--- src/rtl/pll_lock_supervisor_pkg.sv ---
// Shared types and defaults for the PLL lock supervisor: FSM states,
// default parameter values and the lock-loss saturation helper.
package pll_mon_pkg;

  typedef enum logic [1:0] {
    WAIT_LOCK = 2'd0,
    STABILISE = 2'd1,
    RUN       = 2'd2
  } state_t;

  localparam int DEF_LOCK_STABLE_CYCLES = 4800;
  localparam int DEF_WINDOW_CYCLES      = 1024;
  localparam int DEF_EDGE_MIN           = 60;
  localparam int DEF_EDGE_MAX           = 73;
  localparam int DEF_CNT_W              = 16;

  localparam logic [7:0] LOSS_SAT = 8'hFF;

  function automatic logic [7:0] sat_inc8(input logic [7:0] value);
    logic [7:0] result;
    if (value == LOSS_SAT) begin
      result = value;
    end else begin
      result = value + 8'd1;
    end
    return result;
  endfunction

endpackage

--- src/rtl/pll_lock_supervisor_if.sv ---
// Signal bundle between the PLL lock supervisor and its environment.
interface pll_lock_supervisor_if #(
  parameter int CNT_W = 16
);
  logic             locked;
  logic             pll_toggle;
  logic             fault_clear;
  logic             sys_reset;
  logic             pll_ok;
  logic             freq_fault;
  logic             meas_valid;
  logic [CNT_W-1:0] measured_edges;
  logic [7:0]       lock_loss_count;

  modport master (
    output locked, pll_toggle, fault_clear,
    input  sys_reset, pll_ok, freq_fault, meas_valid, measured_edges, lock_loss_count
  );

  modport slave (
    input  locked, pll_toggle, fault_clear,
    output sys_reset, pll_ok, freq_fault, meas_valid, measured_edges, lock_loss_count
  );
endinterface

--- src/rtl/pll_lock_supervisor_cdc_sync.sv ---
// Multi-stage single-bit synchroniser for asynchronous inputs (STAGES >= 2).
module cdc_sync #(
  parameter int STAGES = 2
) (
  input  logic clk,
  input  logic rst,
  input  logic d,
  output logic q
);

  logic [STAGES-1:0] sync_r;

  // shift chain; first stage may go metastable, later stages settle it
  always_ff @(posedge clk or posedge rst) begin
    if (rst) begin
      sync_r <= {STAGES{1'b0}};
    end else begin
      sync_r <= {sync_r[STAGES-2:0], d};
    end
  end

  assign q = sync_r[STAGES-1];

endmodule

--- src/rtl/pll_lock_supervisor.sv ---
// Qualifies PLL lock, holds the PLL-domain reset until lock is stable,
// counts lock losses and checks PLL frequency via a divided toggle.
module pll_lock_supervisor
  import pll_mon_pkg::*;
#(
  parameter int LOCK_STABLE_CYCLES = DEF_LOCK_STABLE_CYCLES,
  parameter int WINDOW_CYCLES      = DEF_WINDOW_CYCLES,
  parameter int EDGE_MIN           = DEF_EDGE_MIN,
  parameter int EDGE_MAX           = DEF_EDGE_MAX,
  parameter int CNT_W              = DEF_CNT_W
) (
  input logic                  clock_in,
  input logic                  reset,
  pll_lock_supervisor_if.slave bus
);

  localparam logic [CNT_W-1:0] CNT_ZERO   = {CNT_W{1'b0}};
  localparam logic [CNT_W-1:0] CNT_ONE    = CNT_W'(1);
  localparam logic [CNT_W-1:0] CNT_ONES   = {CNT_W{1'b1}};
  localparam logic [CNT_W-1:0] STAB_LAST  = CNT_W'(LOCK_STABLE_CYCLES - 1);
  localparam logic [CNT_W-1:0] WIN_LAST   = CNT_W'(WINDOW_CYCLES - 1);
  localparam logic [CNT_W-1:0] EDGE_MIN_C = CNT_W'(EDGE_MIN);
  localparam logic [CNT_W-1:0] EDGE_MAX_C = CNT_W'(EDGE_MAX);

  logic             lock_s;
  logic             tog_sync_s;
  logic             tog_hist_r;
  logic             edge_s;
  state_t           state_r;
  state_t           next_state_s;
  logic             loss_s;
  logic [CNT_W-1:0] stab_cnt_r;
  logic [CNT_W-1:0] win_cnt_r;
  logic [CNT_W-1:0] edge_cnt_r;
  logic [CNT_W-1:0] edge_total_s;
  logic             mon_active_s;
  logic             win_end_s;
  logic             eval_fail_s;
  logic             fault_nxt_s;

  logic             sys_reset_r;
  logic             pll_ok_r;
  logic             freq_fault_r;
  logic             meas_valid_r;
  logic [CNT_W-1:0] measured_r;
  logic [7:0]       loss_cnt_r;

  cdc_sync #(.STAGES(2)) u_lock_sync (
    .clk (clock_in),
    .rst (reset),
    .d   (bus.locked),
    .q   (lock_s)
  );

  cdc_sync #(.STAGES(2)) u_tog_sync (
    .clk (clock_in),
    .rst (reset),
    .d   (bus.pll_toggle),
    .q   (tog_sync_s)
  );

  assign edge_s = tog_sync_s ^ tog_hist_r;

  // lock qualification: a loss is only counted when leaving RUN
  always_comb begin
    next_state_s = state_r;
    loss_s       = 1'b0;
    case (state_r)
      WAIT_LOCK: begin
        if (lock_s) next_state_s = STABILISE;
        else        next_state_s = WAIT_LOCK;
      end
      STABILISE: begin
        if (!lock_s)                      next_state_s = WAIT_LOCK;
        else if (stab_cnt_r == STAB_LAST) next_state_s = RUN;
        else                              next_state_s = STABILISE;
      end
      RUN: begin
        if (!lock_s) begin
          next_state_s = WAIT_LOCK;
          loss_s       = 1'b1;
        end else begin
          next_state_s = RUN;
        end
      end
      default: next_state_s = WAIT_LOCK;
    endcase
  end

  // monitor runs only while staying in STABILISE/RUN; leaving drops the window
  always_comb begin
    mon_active_s = (state_r != WAIT_LOCK) && lock_s;
    win_end_s    = mon_active_s && (win_cnt_r == WIN_LAST);
    if (edge_s && (edge_cnt_r != CNT_ONES)) edge_total_s = edge_cnt_r + CNT_ONE;
    else                                    edge_total_s = edge_cnt_r;
    eval_fail_s = win_end_s && ((edge_total_s < EDGE_MIN_C) || (edge_total_s > EDGE_MAX_C));
    if (eval_fail_s)          fault_nxt_s = 1'b1;
    else if (bus.fault_clear) fault_nxt_s = 1'b0;
    else                      fault_nxt_s = freq_fault_r;
  end

  // state, counters and registered outputs
  always_ff @(posedge clock_in or posedge reset) begin
    if (reset) begin
      state_r      <= WAIT_LOCK;
      tog_hist_r   <= 1'b0;
      stab_cnt_r   <= CNT_ZERO;
      win_cnt_r    <= CNT_ZERO;
      edge_cnt_r   <= CNT_ZERO;
      sys_reset_r  <= 1'b1;
      pll_ok_r     <= 1'b0;
      freq_fault_r <= 1'b0;
      meas_valid_r <= 1'b0;
      measured_r   <= CNT_ZERO;
      loss_cnt_r   <= 8'd0;
    end else begin
      state_r    <= next_state_s;
      tog_hist_r <= tog_sync_s;

      if ((state_r == STABILISE) && lock_s) stab_cnt_r <= stab_cnt_r + CNT_ONE;
      else                                  stab_cnt_r <= CNT_ZERO;

      if (mon_active_s && !win_end_s) begin
        win_cnt_r  <= win_cnt_r + CNT_ONE;
        edge_cnt_r <= edge_total_s;
      end else begin
        win_cnt_r  <= CNT_ZERO;
        edge_cnt_r <= CNT_ZERO;
      end

      meas_valid_r <= win_end_s;
      if (win_end_s) measured_r <= edge_total_s;

      freq_fault_r <= fault_nxt_s;
      sys_reset_r  <= (next_state_s != RUN);
      pll_ok_r     <= (next_state_s == RUN) && !fault_nxt_s;
      if (loss_s) loss_cnt_r <= sat_inc8(loss_cnt_r);
    end
  end

  assign bus.sys_reset       = sys_reset_r;
  assign bus.pll_ok          = pll_ok_r;
  assign bus.freq_fault      = freq_fault_r;
  assign bus.meas_valid      = meas_valid_r;
  assign bus.measured_edges  = measured_r;
  assign bus.lock_loss_count = loss_cnt_r;

endmodule

--- src/flat_wrapper.sv ---
// flat-port wrapper written by rule: the top's interface ports become plain ports
module pll_lock_supervisor_flat import pll_mon_pkg::*;
#(
  parameter int LOCK_STABLE_CYCLES = DEF_LOCK_STABLE_CYCLES,
  parameter int WINDOW_CYCLES      = DEF_WINDOW_CYCLES,
  parameter int EDGE_MIN           = DEF_EDGE_MIN,
  parameter int EDGE_MAX           = DEF_EDGE_MAX,
  parameter int CNT_W              = DEF_CNT_W
)
  (clock_in, reset, bus_locked, bus_pll_toggle, bus_fault_clear, bus_sys_reset, bus_pll_ok, bus_freq_fault, bus_meas_valid, bus_measured_edges, bus_lock_loss_count);
  pll_lock_supervisor_if #(.CNT_W(CNT_W)) bus_i ();
  input logic clock_in;
  input logic reset;
  input wire logic [$bits(bus_i.locked)-1:0] bus_locked;
  input wire logic [$bits(bus_i.pll_toggle)-1:0] bus_pll_toggle;
  input wire logic [$bits(bus_i.fault_clear)-1:0] bus_fault_clear;
  output wire logic [$bits(bus_i.sys_reset)-1:0] bus_sys_reset;
  output wire logic [$bits(bus_i.pll_ok)-1:0] bus_pll_ok;
  output wire logic [$bits(bus_i.freq_fault)-1:0] bus_freq_fault;
  output wire logic [$bits(bus_i.meas_valid)-1:0] bus_meas_valid;
  output wire logic [$bits(bus_i.measured_edges)-1:0] bus_measured_edges;
  output wire logic [$bits(bus_i.lock_loss_count)-1:0] bus_lock_loss_count;
  assign bus_i.locked = bus_locked;
  assign bus_i.pll_toggle = bus_pll_toggle;
  assign bus_i.fault_clear = bus_fault_clear;
  assign bus_sys_reset = bus_i.sys_reset;
  assign bus_pll_ok = bus_i.pll_ok;
  assign bus_freq_fault = bus_i.freq_fault;
  assign bus_meas_valid = bus_i.meas_valid;
  assign bus_measured_edges = bus_i.measured_edges;
  assign bus_lock_loss_count = bus_i.lock_loss_count;
  pll_lock_supervisor #(.LOCK_STABLE_CYCLES(LOCK_STABLE_CYCLES), .WINDOW_CYCLES(WINDOW_CYCLES), .EDGE_MIN(EDGE_MIN), .EDGE_MAX(EDGE_MAX), .CNT_W(CNT_W)) u_core (.clock_in(clock_in), .reset(reset), .bus(bus_i));
endmodule
--- config.mk ---
export PLATFORM = sky130hd
export DESIGN_NAME = pll_lock_supervisor_flat
export DESIGN_NICKNAME = d
export VERILOG_FILES = /design/src/rtl/pll_lock_supervisor_pkg.sv /design/src/rtl/pll_lock_supervisor_if.sv /design/src/rtl/pll_lock_supervisor_cdc_sync.sv /design/src/rtl/pll_lock_supervisor.sv /design/src/flat_wrapper.sv
export SDC_FILE = /design/constraint.sdc
export NUM_CORES = 1
export LEC_CHECK = 0
export CAP_MARGIN = 25
export CORE_MARGIN = 3
export CORE_UTILIZATION = 55
export DETAILED_ROUTE_END_ITERATION = 16
export DONT_BUFFER_PORTS = 1
export PLACE_DENSITY = 0.7
export SETUP_SLACK_MARGIN = 0.05
export SLEW_MARGIN = 25
export SYNTH_ARGS = -nofsm -noshare
export SYNTH_HDL_FRONTEND = slang
export SYNTH_SLANG_ARGS = --single-unit
--- constraint.sdc ---
create_clock -name clock_in -period 7.2 [get_ports clock_in]
set_input_delay 0.72 -clock clock_in [delete_from_list [all_inputs] [get_ports clock_in]]
set_output_delay 0.72 -clock clock_in [all_outputs]
set_load 0.01 [all_outputs]
After elaboration in Yosys (flattened, before gate mapping). Cells that the tools add are included.

Reduce and logical (&&, ||, !) cells: 13. $add $sub $neg: 4. Muxes and demuxes: 13. $lt $le $gt $ge: 2. Bitwise gates (word level): 2. Equality and inequality tests: 8.

Operator list (number): $mux W16 (4); $add A16 B1 Y16 const B (3); $eq A16 B10 Y1 const B (1); $eq A16 B13 Y1 const B (1); $gt A16 B7 Y1 const B (1); $lt A16 B6 Y1 const B (1); $ne A16 B16 Y1 const B (1); $add A8 B1 Y8 const B (1); $eq A8 B8 Y1 const B (1); $logic_and A1 B1 Y1 (7); $mux W2 (3); $pmux W2 S3 (1); $mux W1 (5); $eq A2 B2 Y1 const B (2); $eq A2 B1 Y1 const B (1); $logic_not A1 Y1 (2); $logic_not A2 Y1 (1); $ne A2 B2 Y1 const B (1); $reduce_and A2 Y1 (1); $reduce_bool A2 Y1 (1); $logic_or A1 B1 Y1 (1); $not A1 Y1 (1); $xor A1 B1 Y1 (1).

Word-level logic and storage cells: 55. Output and inout bits: 28. Input bits: 5. Register bits: 83.

Longest topological paths before layout. Gate-level depths: netlist (run 1).

Word-level depth: 9. Depth in mapped cells: 9. Mapped depth without buffers: 8.

Modules after synthesis. A second synthesis (run 1) with hierarchy kept.

Cell total of the unflattened synthesis: 404. Area, all modules: 4030.1 µm².

By module, submodules not included: pll_lock_supervisor (instances 1, area an instance 3922.5 µm², seq. area each 1978.1 µm², cells an instance 398); cdc_sync (instances 2, area an instance 53.8 µm², seq. area each 50.0 µm², cells an instance 3).

Worst setup path after synthesis (run 1). Ideal clock, no wire load.

Kind: flip-flop to flip-flop. Start point: register u_core.edge_cnt_r[0]. End point: register u_core.pll_ok_r, in the netlist u_core.bus.pll_ok. Arrival time: 2052 ps. Path slack: 5018 ps. Clock period less this slack: 2182 ps. Data required time: 7070 ps. Stages on the path, launching flop included: 9. Path through: dfrtp_1 -> ha_1 -> nand3_2 -> nor4_4 -> or3_2 -> a31o_2 -> a32o_1 -> a31oi_2 -> nor2_1.

Word-level cells in the longest chain between the ends: 9. Elaborated cells between the ends (all ways): 11. Classes of those cells: add/sub (1); order compare (2); eq/ne (1); mux (2); reduce/logical (5).

Ends and longest elaborated chain: start: declaration (line pll_lock_supervisor.sv:34) `logic [CNT_W-1:0] edge_cnt_r;`; start signal: assignment (line pll_lock_supervisor.sv:125) `edge_cnt_r <= edge_total_s;`; parallel branches: the longest is 2 deep, another holds $add A16 B1 Y16; $mux W16 * (line pll_lock_supervisor.sv:94) `if (edge_s && (edge_cnt_r != CNT_ONES)) edge_total_s = edge_cnt_r + CNT_ONE;`; $lt A16 B6 Y1 / $gt A16 B7 Y1 (equally long branches) (line pll_lock_supervisor.sv:96) `eval_fail_s = win_end_s && ((edge_total_s < EDGE_MIN_C) || (edge_total_s > EDGE_MAX_C));`; $logic_or A1 B1 Y1 * (line pll_lock_supervisor.sv:96); $logic_and A1 B1 Y1 * (line pll_lock_supervisor.sv:96); $mux W1 * (line pll_lock_supervisor.sv:97) `if (eval_fail_s) fault_nxt_s = 1'b1;`; named net u_core.fault_nxt_s (line pll_lock_supervisor.sv:39) `logic fault_nxt_s;`; $logic_not A1 Y1 * (line pll_lock_supervisor.sv:136) `pll_ok_r <= (next_state_s == RUN) && !fault_nxt_s;`; $logic_and A1 B1 Y1 * (line pll_lock_supervisor.sv:136); end signal: assignment (line pll_lock_supervisor.sv:136); end: declaration (line pll_lock_supervisor.sv:42) `logic pll_ok_r;`.

Mark *: on every way through the listed nets, which the timed path passes. A chain may end at the register's enable or synchronous reset.

Worst setup path in the final report (run 1).
Start point: register u_core.edge_cnt_r[1]. End point: register u_core.pll_ok_r, in the netlist u_core.bus.pll_ok.

Same word-level chain as after synthesis.

==> load_flow_metrics.sql, run 1 <==
INSERT INTO impl_metrics (metric_group, metric, value, unit) VALUES
('synthesis', 'postSynthAreaPerCell', '10.03', 'µm²'),
('synthesis', 'async_flop_share', '100.0', '%'),
('power', 'pwr_density_cell', '202.9', 'nW/µm²'),
('worst_setup_path', 'r2r_slack', '4720', 'ps'),
('synthesis', 'yosysWarningCount', '0', ''),
('grt', 'overflow', '0', ''),
('min_path', 'min_delay_worst_endpoint', 'u_core.u_lock_sync.sync_r[1]$_DFF_PP0_', ''),
('power', 'max-vdd-ir-drop', '0.1177', 'mV'),
('die', 'die_w', '90.65', 'µm'),
('final_layout', 'area_growth_syn_to_layout', '7.619', '%'),
('final_layout', 'utilization', '61.75', '%'),
('grt', 'grt_pass1_wl', '12.32', 'mm'),
('timing', 'finalSetupTns', '0', 'ps'),
('synthesis', 'netlist_area', '3941', 'µm²'),
('die', 'placeableCoreArea', '6869', 'µm²'),
('timing', 'finClkSkew', '12.88', 'ps'),
('timing', 'max_slew.worst_pin.slew', '722.1', 'ps'),
('synthesis', 'ys_seq_area_share', '52.73', '%'),
('route', 'drt_pre_antenna_iters', '4', ''),
('cts', 'post_cts_hold_buffer_count', '0', ''),
('synthesis', 'synth-edff-count', '0', ''),
('grt', 'first_global_vias', '2643', ''),
('die', 'die_h', '90.65', 'µm'),
('route', 'detail_route.vias_per_cell', '5.491', ''),
('synthesis', 'synth.ff_latch_count', '83', ''),
('min_path', 'holdCritStartpoint', 'u_core.u_lock_sync.sync_r[0]$_DFF_PP0_', ''),
('timing', 'relSlewSlack', '51.86', '%'),
('route', 'totalWireLength', '7.053', 'mm'),
('worst_setup_path', 'wp_data_required', '7490', 'ps'),
('route', 'antenna_violating_nets_post_route', '0', ''),
('timing', 'grt_setup_unrepaired', 'false', ''),
('cts', 'clk_transition_reported_paths', '80', 'ps'),
('flow_run', 'cap_violations', '0', ''),
('worst_setup_path', 'r2r_end', 'u_core.bus.pll_ok$_DFF_PP0_', ''),
('cts', 'total_clock_sinks', '83', ''),
('worst_setup_path', 'rr_startpoint', 'u_core.edge_cnt_r[1]$_DFF_PP0_', ''),
('grt', 'global_route_met3_utilization', '5.167', '%'),
('grt', 'use_met1', '23.46', '%'),
('cts', 'cts_resized', '0', ''),
('timing', 'finalCritPeriodShare', '34.49', '%'),
('synthesis', 'postSynthCellCount', '393', ''),
('route', 'routedWlPerCell', '14.25', 'µm'),
('grt', 'grt_most_used_layer', 'met2', ''),
('power', 'totalPowerFinal', '0.8605', 'mW'),
('cts', 'root_buffer', 'clkbuf_8', ''),
('grt', 'grt_usage', '18.63', '%'),
('min_path', 'hold_class', 'flop to flop', ''),
('placed_design', 'dpl_worst_slack', '4804', 'ps'),
('timing', 'fmax', '0.4027', 'GHz'),
('die', 'io_pins', '33', ''),
('status', 'run_status', 'finished clean', ''),
('timing', 'hold_viol', '0', ''),
('cts', 'post-cts-setup-buffers', '0', ''),
('die', 'start_util', '57.38', '%'),
('synthesis', 'synth_cell_types', '54', ''),
('grt', 'grt_start_max_net_pins', '84', ''),
('worst_setup_path', 'reg2regPathDepth', '8', ''),
('final_layout', 'num-nets-final', '403', ''),
('grt', 'grt_antenna_before_repair', '0', ''),
('synthesis', 'synth_top_cell_area_share', '52.06', '%'),
('route', 'vias', '2718', ''),
('worst_setup_path', 'timing_worst_setup_path_type', 'flop to flop', ''),
('cts', 'tritoncts', 'yes', ''),
('worst_setup_path', 'worst-path-max-fanout', '7', ''),
('placed_design', 'gp_congestion', '0.8785', ''),
('die', 'rows', '30', ''),
('die', 'die_area', '8217', 'µm²'),
('cts', 'insertion_delay', '360', 'ps'),
('worst_setup_path', 'worstSetupEndpointType', 'flop', ''),
('cts', 'cts_htree_levels', '3', ''),
('synthesis', 'synth_area_leaders', 'dfrtp_1 52%, nor2_1 5.9%, xor2_1 5.3%', '');
## where the power goes
| group | switching [mW] | total, mW | internal, mW |
|---|---|---|---|
| registers | 0.00322 | 0.472 | 0.469 |
| clock network | 0.168 | 0.365 | 0.197 |
| logic | 0.0187 | 0.0234 | 0.00476 |
| total | 0.190 | 0.860 | 0.670 |
## state kept, by name (all words and copies together) (netlist names)
signal and count:
u_core.edge_cnt_r 16, u_core.stab_cnt_r 16, u_core.u_tog_sync.sync_r 2, u_core.bus.lock_loss_count 8, u_core.bus.measured_edges 16, u_core.bus.sys_reset 1
u_core.bus.freq_fault 1, u_core.bus.pll_ok 1, u_core.win_cnt_r 16, u_core.bus.meas_valid 1, u_core.state_r 2, u_core.tog_hist_r 1
u_core.u_lock_sync.sync_r 2
## cell usage after synthesis (2+ instances only)
cell      count
ha_1          4
nor3_1        7
clkbuf_1      7
dfrtp_1      82
o21a_1        2
and4_1        3
xnor2_1      19
nand4_1      13
nor3b_1       4
nand2_1      42
nand4b_1      2
inv_1        12
nor4b_1       2
xor2_1       24
nor4b_2       2
nor2b_1       3
or3_1         3
mux2i_1       4
o21ai_0      23
nor2_1       62
mux2_2        3
nand3_1      24
nand2b_1      2
nor4_1        2
a21oi_1       5
buf_2         2
and3_1        8
## worst max-delay path, stage by stage, from the launching register on
cell     delay (ps)
dfrtp_1         450
ha_1            310
nand3_2         180
nor4_2          490
nand3_1         170
xor2_1          270
nor4b_2         300
a31oi_2         150
nor2_1          100
## per-stage QoR
step | hold WS (ps) | area, µm² | cells
finish | 353.2 | 4242 | 495
global route | 346.7 | 4242 | 495
CTS | 357.4 | 4238 | 495
detailed placement | 338.9 | 4020 | 479
global placement | 333.9 | 4018 | 479
floorplan | 331.2 | 3941 | 393
## routing by layer
layer / wire length, µm / share of wire, %
met1: 3244 / 46
met4: 111 / 1.6
met3: 278 / 3.9
met2: 3420 / 48
met5: 0 / 0
## logic make-up (layout without fill, tap and decap cells)
logic type	after synthesis	count (layout)	share of synthesized area (%)
flops	83	83	52.73
fa+ha+maj	4	4	1.270
mux	7	7	1.873
compound gates	41	41	6.445
buf+inv	23	29	2.476
xor+xnor	44	44	9.968
simple gates	191	191	25.24
## placed cells by master (no fill, tap or decap), types with 2 or more instances in the layout
cell type and instances:
a21oi_1 5, and3_1 8, and4_1 3, bufinv_16 2, clkbuf_8 9, clkinv_2 2, dfrtp_1 82, ha_1 4
inv_1 11, mux2_2 3, mux2i_1 4, nand2_1 42, nand3_1 24, nand4_1 13, nand4b_1 2, nor2_1 62
nor2b_1 3, nor3_1 7, nor3b_1 4, nor4_1 2, nor4b_1 2, nor4b_2 2, o21a_1 2, o21ai_0 23
or3_1 3, xnor2_1 19, xor2_1 24
## cell type report
class / instances / area [µm²] / area share, %
inverters: 12 / 46.29 / 1.091
flip-flops and latches: 83 / 2078 / 49.00
well taps: 96 / 120.1 / 2.832
clock buffers: 10 / 127.6 / 3.009
clock inverters: 6 / 90.09 / 2.124
repair buffers: 1 / 11.26 / 0.2655
multi-input cells: 287 / 1768 / 41.68
## worst max path at each step
stage	start	endpoint	slack, ps	cells after the start
after floorplan	reset	u_core.bus.freq_fault$_DFF_PP0_	4340	1
after global placement	u_core.edge_cnt_r[0]$_DFF_PP0_	u_core.bus.pll_ok$_DFF_PP0_	4880	8
after detailed placement	u_core.edge_cnt_r[0]$_DFF_PP0_	u_core.bus.pll_ok$_DFF_PP0_	4800	8
after CTS	u_core.edge_cnt_r[0]$_DFF_PP0_	u_core.bus.pll_ok$_DFF_PP0_	4730	8
after global routing	u_core.edge_cnt_r[0]$_DFF_PP0_	u_core.bus.pll_ok$_DFF_PP0_	4480	8
final	u_core.edge_cnt_r[1]$_DFF_PP0_	u_core.bus.pll_ok$_DFF_PP0_	4720	8
No activity file was read; power rests on OpenSTA's default activity.
==> inputs of run 2 (changes only) <==
- ABC_AREA: not set -> 1
- clock period: 7.2 -> 2.44 ns (I/O delays scaled with it)
==> run 2 against run 1 <==
  * Fmax is 14% higher
  * Setup slack worse by 4400 ps
  * Count of clock-buffer cells in the layout is 1 lower
  * Utilization is 2.1 points higher
  * Routed wire length is 16% higher
  * Total power grew to 2.8 times the previous value
  * Critical path type unchanged
==> load_flow_metrics.sql, run 2 <==
INSERT INTO impl_metrics (metric_group, metric, value, unit) VALUES
('status', 'run_status', 'finished clean', ''),
('route', 'detail_route.iter0.violations', '189', ''),
('final_layout', 'num-nets-final', '532', ''),
('timing', 'fmax', '0.4606', 'GHz'),
('route', 'detail_route.vias_per_cell', '5.191', ''),
('synthesis', 'ys_seq_area_share', '51.44', '%'),
('timing', 'slew_viol_final', '0', ''),
('worst_setup_path', 'timing_worst_setup_path_type', 'flop to flop', ''),
('grt', 'grt_antenna_before_repair', '0', ''),
('synthesis', 'synth.ff_latch_count', '83', ''),
('die', 'die_h', '91.71', 'µm'),
('timing', 'layout_min_cycle_time', '2171', 'ps'),
('placed_design', 'placement.cell_area', '4174', 'µm²'),
('grt', 'grt_pass1_wl', '14.17', 'mm'),
('timing', 'finalCritPeriodShare', '88.97', '%'),
('synthesis', 'synth_fp_nets', '515', ''),
('grt', 'grt_start_max_net_pins', '39', ''),
('die', 'die_w', '91.71', 'µm'),
('timing', 'hold_ws', '94.79', 'ps'),
('synthesis', 'synth_fa_ha_area_share', '1.239', '%'),
('synthesis', 'synth_area_leaders', 'dfrtp_1 51%, nand2_1 12%, nor2_1 6.2%', ''),
('cts', 'tritoncts', 'yes', ''),
('worst_setup_path', 'crit_chain', 'ha_2, inv_2, nor2_4, nand2_4, nor2_4, nor2_4, o21ai_0, nor2_1, nand2_1, nor2_1, nand3_1, nand2_1, nand2_2, nor2_2', ''),
('die', 'die_area', '8410', 'µm²'),
('placed_design', 'gp_congestion', '0.9048', ''),
('synthesis', 'synth_area_in_xor_xnor', '2.601', '%'),
('timing', 'max_slew.worst_pin.slew', '610.3', 'ps'),
('timing', 'hold_viol', '0', ''),
('synthesis', 'cell_with_the_most_instances_after_synthesis', 'nand2_1', ''),
('final_layout', 'layout.cells.most_common', 'nand2_1', ''),
('final_layout', 'fin_area', '4433', 'µm²'),
('min_path', 'hold_class', 'input pin to flop', ''),
('timing', 'setup_violations', '0', ''),
('cts', 'cts_htree_levels', '3', ''),
('synthesis', 'post_synth_and_or_nand_nor_area_fraction', '30.72', '%'),
('worst_setup_path', 'worst-path-max-fanout', '16', ''),
('flow_run', 'cap_violations', '0', ''),
('timing', 'finClkSkew', '5.815', 'ps'),
('route', 'routedWlPerCell', '13.10', 'µm'),
('synthesis', 'synth_top_cell_area_share', '50.79', '%'),
('route', 'totalWireLength', '8.173', 'mm'),
('synthesis', 'postSynthAreaPerCell', '7.984', 'µm²'),
('synthesis', 'postSynthCellCount', '506', ''),
('worst_setup_path', 'worst_ep_arrival_time', '2460', 'ps'),
('synthesis', 'synth_cell_types', '29', ''),
('worst_setup_path', 'critical_path_top_delay_cell', 'dfrtp_1', ''),
('die', 'rows', '30', ''),
('worst_setup_path', 'critical-path-top-cell-by-count', 'nor2_4', ''),
('synthesis', 'synth_compound_gate_area_share', '7.030', '%'),
('final_layout', 'layout_cell_share_with_drive_strength_beyond_1', '10.04', '%'),
('synthesis', 'share_of_synthesized_area_spent_on_multiplexers', '0', '%'),
('route', 'drt_pre_antenna_iters', '4', ''),
('worst_setup_path', 'worstSetupEndpointType', 'flop', ''),
('synthesis', 'async_flop_share', '100.0', '%'),
('grt', 'grt_usage', '20.79', '%'),
('cts', 'root_buffer', 'clkbuf_8', ''),
('synthesis', 'synth_top_area_cell', 'dfrtp_1', ''),
('route', 'post-route-drc-count', '0', ''),
('power', 'max-vdd-ir-drop', '0.3971', 'mV'),
('final_layout', 'area_growth_syn_to_layout', '9.724', '%'),
('synthesis', 'netlist_area', '4040', 'µm²'),
('synthesis', 'synth-edff-count', '0', ''),
('grt', 'first_global_vias', '3090', ''),
('cts', 'insertion_delay', '350', 'ps'),
('grt', 'overflow', '0', ''),
('die', 'io_pins', '33', ''),
('timing', 'grt_setup_unrepaired', 'true', ''),
('worst_setup_path', 'worst_path_largest_cell_delay', '430', 'ps'),
('final_layout', 'most_frequent_cells_in_the_layout', '133 x nand2_1, 82 x dfrtp_1, 66 x nor2_1, 61 x inv_1, 33 x o21ai_0', ''),
('power', 'totalPowerFinal', '2.388', 'mW'),
('die', 'placeableCoreArea', '6944', 'µm²'),
('final_layout', 'utilization', '63.84', '%'),
('route', 'antenna_violating_nets_post_route', '0', ''),
('placed_design', 'hpwl', '5.841', 'mm'),
('synthesis', 'synth_ff_type', 'dfrtp_1', ''),
('power', 'power.static_leakage', '2.000', 'nW'),
('route', 'vias', '3239', ''),
('worst_setup_path', 'wp_data_required', '2730', 'ps'),
('die', 'start_util', '58.18', '%'),
('final_layout', 'antennaDiodeCount', '0', ''),
('cts', 'cts_buffers', '9', ''),
('power', 'pwr_density_cell', '538.6', 'nW/µm²'),
('cts', 'clk_transition_reported_paths', '90', 'ps'),
('timing', 'finalSetupTns', '0', 'ps'),
('cts', 'cts_max_path_buffers', '2', ''),
('synthesis', 'synth_top_family_by_area', 'simple AND/OR/NAND/NOR gates', ''),
('cts', 'total_clock_sinks', '83', ''),
('worst_setup_path', 'critical_path.startpoint_type', 'flop', ''),
('placed_design', 'port_buffers', '0', ''),
('synthesis', 'yosysWarningCount', '0', ''),
('timing', 'relSlewSlack', '58.89', '%'),
('synthesis', 'post_synth_most_frequent_cells', '133 x nand2_1, 82 x dfrtp_1, 67 x nor2_1', '');
==> run 2: area by class of cell <==
| cell class | count | area (µm²) |
|---|---|---|
| Fill cell | 590 | 2511 |
| Sequential cell | 83 | 2078 |
| Multi-Input combinational cell | 350 | 1685 |
| Inverter | 65 | 249.0 |
| Clock buffer | 9 | 123.9 |
| Tap cell | 96 | 120.1 |
| Timing Repair Buffer | 13 | 117.6 |
| Clock inverter | 7 | 51.30 |
| Timing Repair inverter | 1 | 7.507 |
==> run 2: repair_timing <==
action	CTS	global route
resized for setup	0	4
setup buffers	0	5
setup endpoints to repair	0	12
hold buffers	3	0
endpoints found under the hold margin	31	0
==> run 2: stage by stage <==
step | cells | setup slack, ps
6_report | 624 | 269.0
5_1_grt | 624 | 26.66
4_1_cts | 618 | 164.9
3_5_place_dp | 599 | 177.6
3_3_place_gp | 599 | 217.8
2_1_floorplan | 506 | 60.86
==> run 2: cell families after synthesis <==
group / count (synthesis)
and+or+nand+nor: 280
AOI/OAI and AO/OA: 54
adders and majority gates: 4
DFF: 83
xor gates and xnor gates: 12
buffers and inverters: 73
==> run 2: per-layer routing <==
layer	vias to the layer above	global-route usage [%]	routed length, µm
li1	1633	-	-
met1	1532	26.96	3780
met2	62	34.14	4016
met3	12	4.266	239
met4	0	8.416	136
met5	-	0	0
==> run 2: worst paths after layout <==
check,to,cells after the start,startpoint,slack (ps)
max,u_core.bus.pll_ok$_DFF_PP0_,14,u_core.edge_cnt_r[0]$_DFF_PP0_,270
min,u_core.bus.freq_fault$_DFF_PP0_,3,bus_fault_clear,90
max reg2reg,u_core.bus.pll_ok$_DFF_PP0_,14,u_core.edge_cnt_r[0]$_DFF_PP0_,270
min reg2reg,u_core.u_lock_sync.sync_r[1]$_DFF_PP0_,0,u_core.u_lock_sync.sync_r[0]$_DFF_PP0_,350
max in group asynchronous,u_core.bus.measured_edges[9]$_DFFE_PP0P_,3,reset,1450
min in group asynchronous,u_core.stab_cnt_r[13]$_DFF_PP0_,2,reset,380
==> run 2: worst max-delay path, delay by kind of cell (launching register included) <==
kind                       cells  cell delay (ps)
and+or+nand+nor               11             1180
adders and majority gates      1              240
DFF                            1              430
AOI/OAI and AO/OA              1              210
buffers and inverters          1               80
==> run 2: power by group <==
part / internal [mW] / switching, mW
registers: 1.38 / 0.00676
logic: 0.0262 / 0.0704
clock network: 0.375 / 0.526
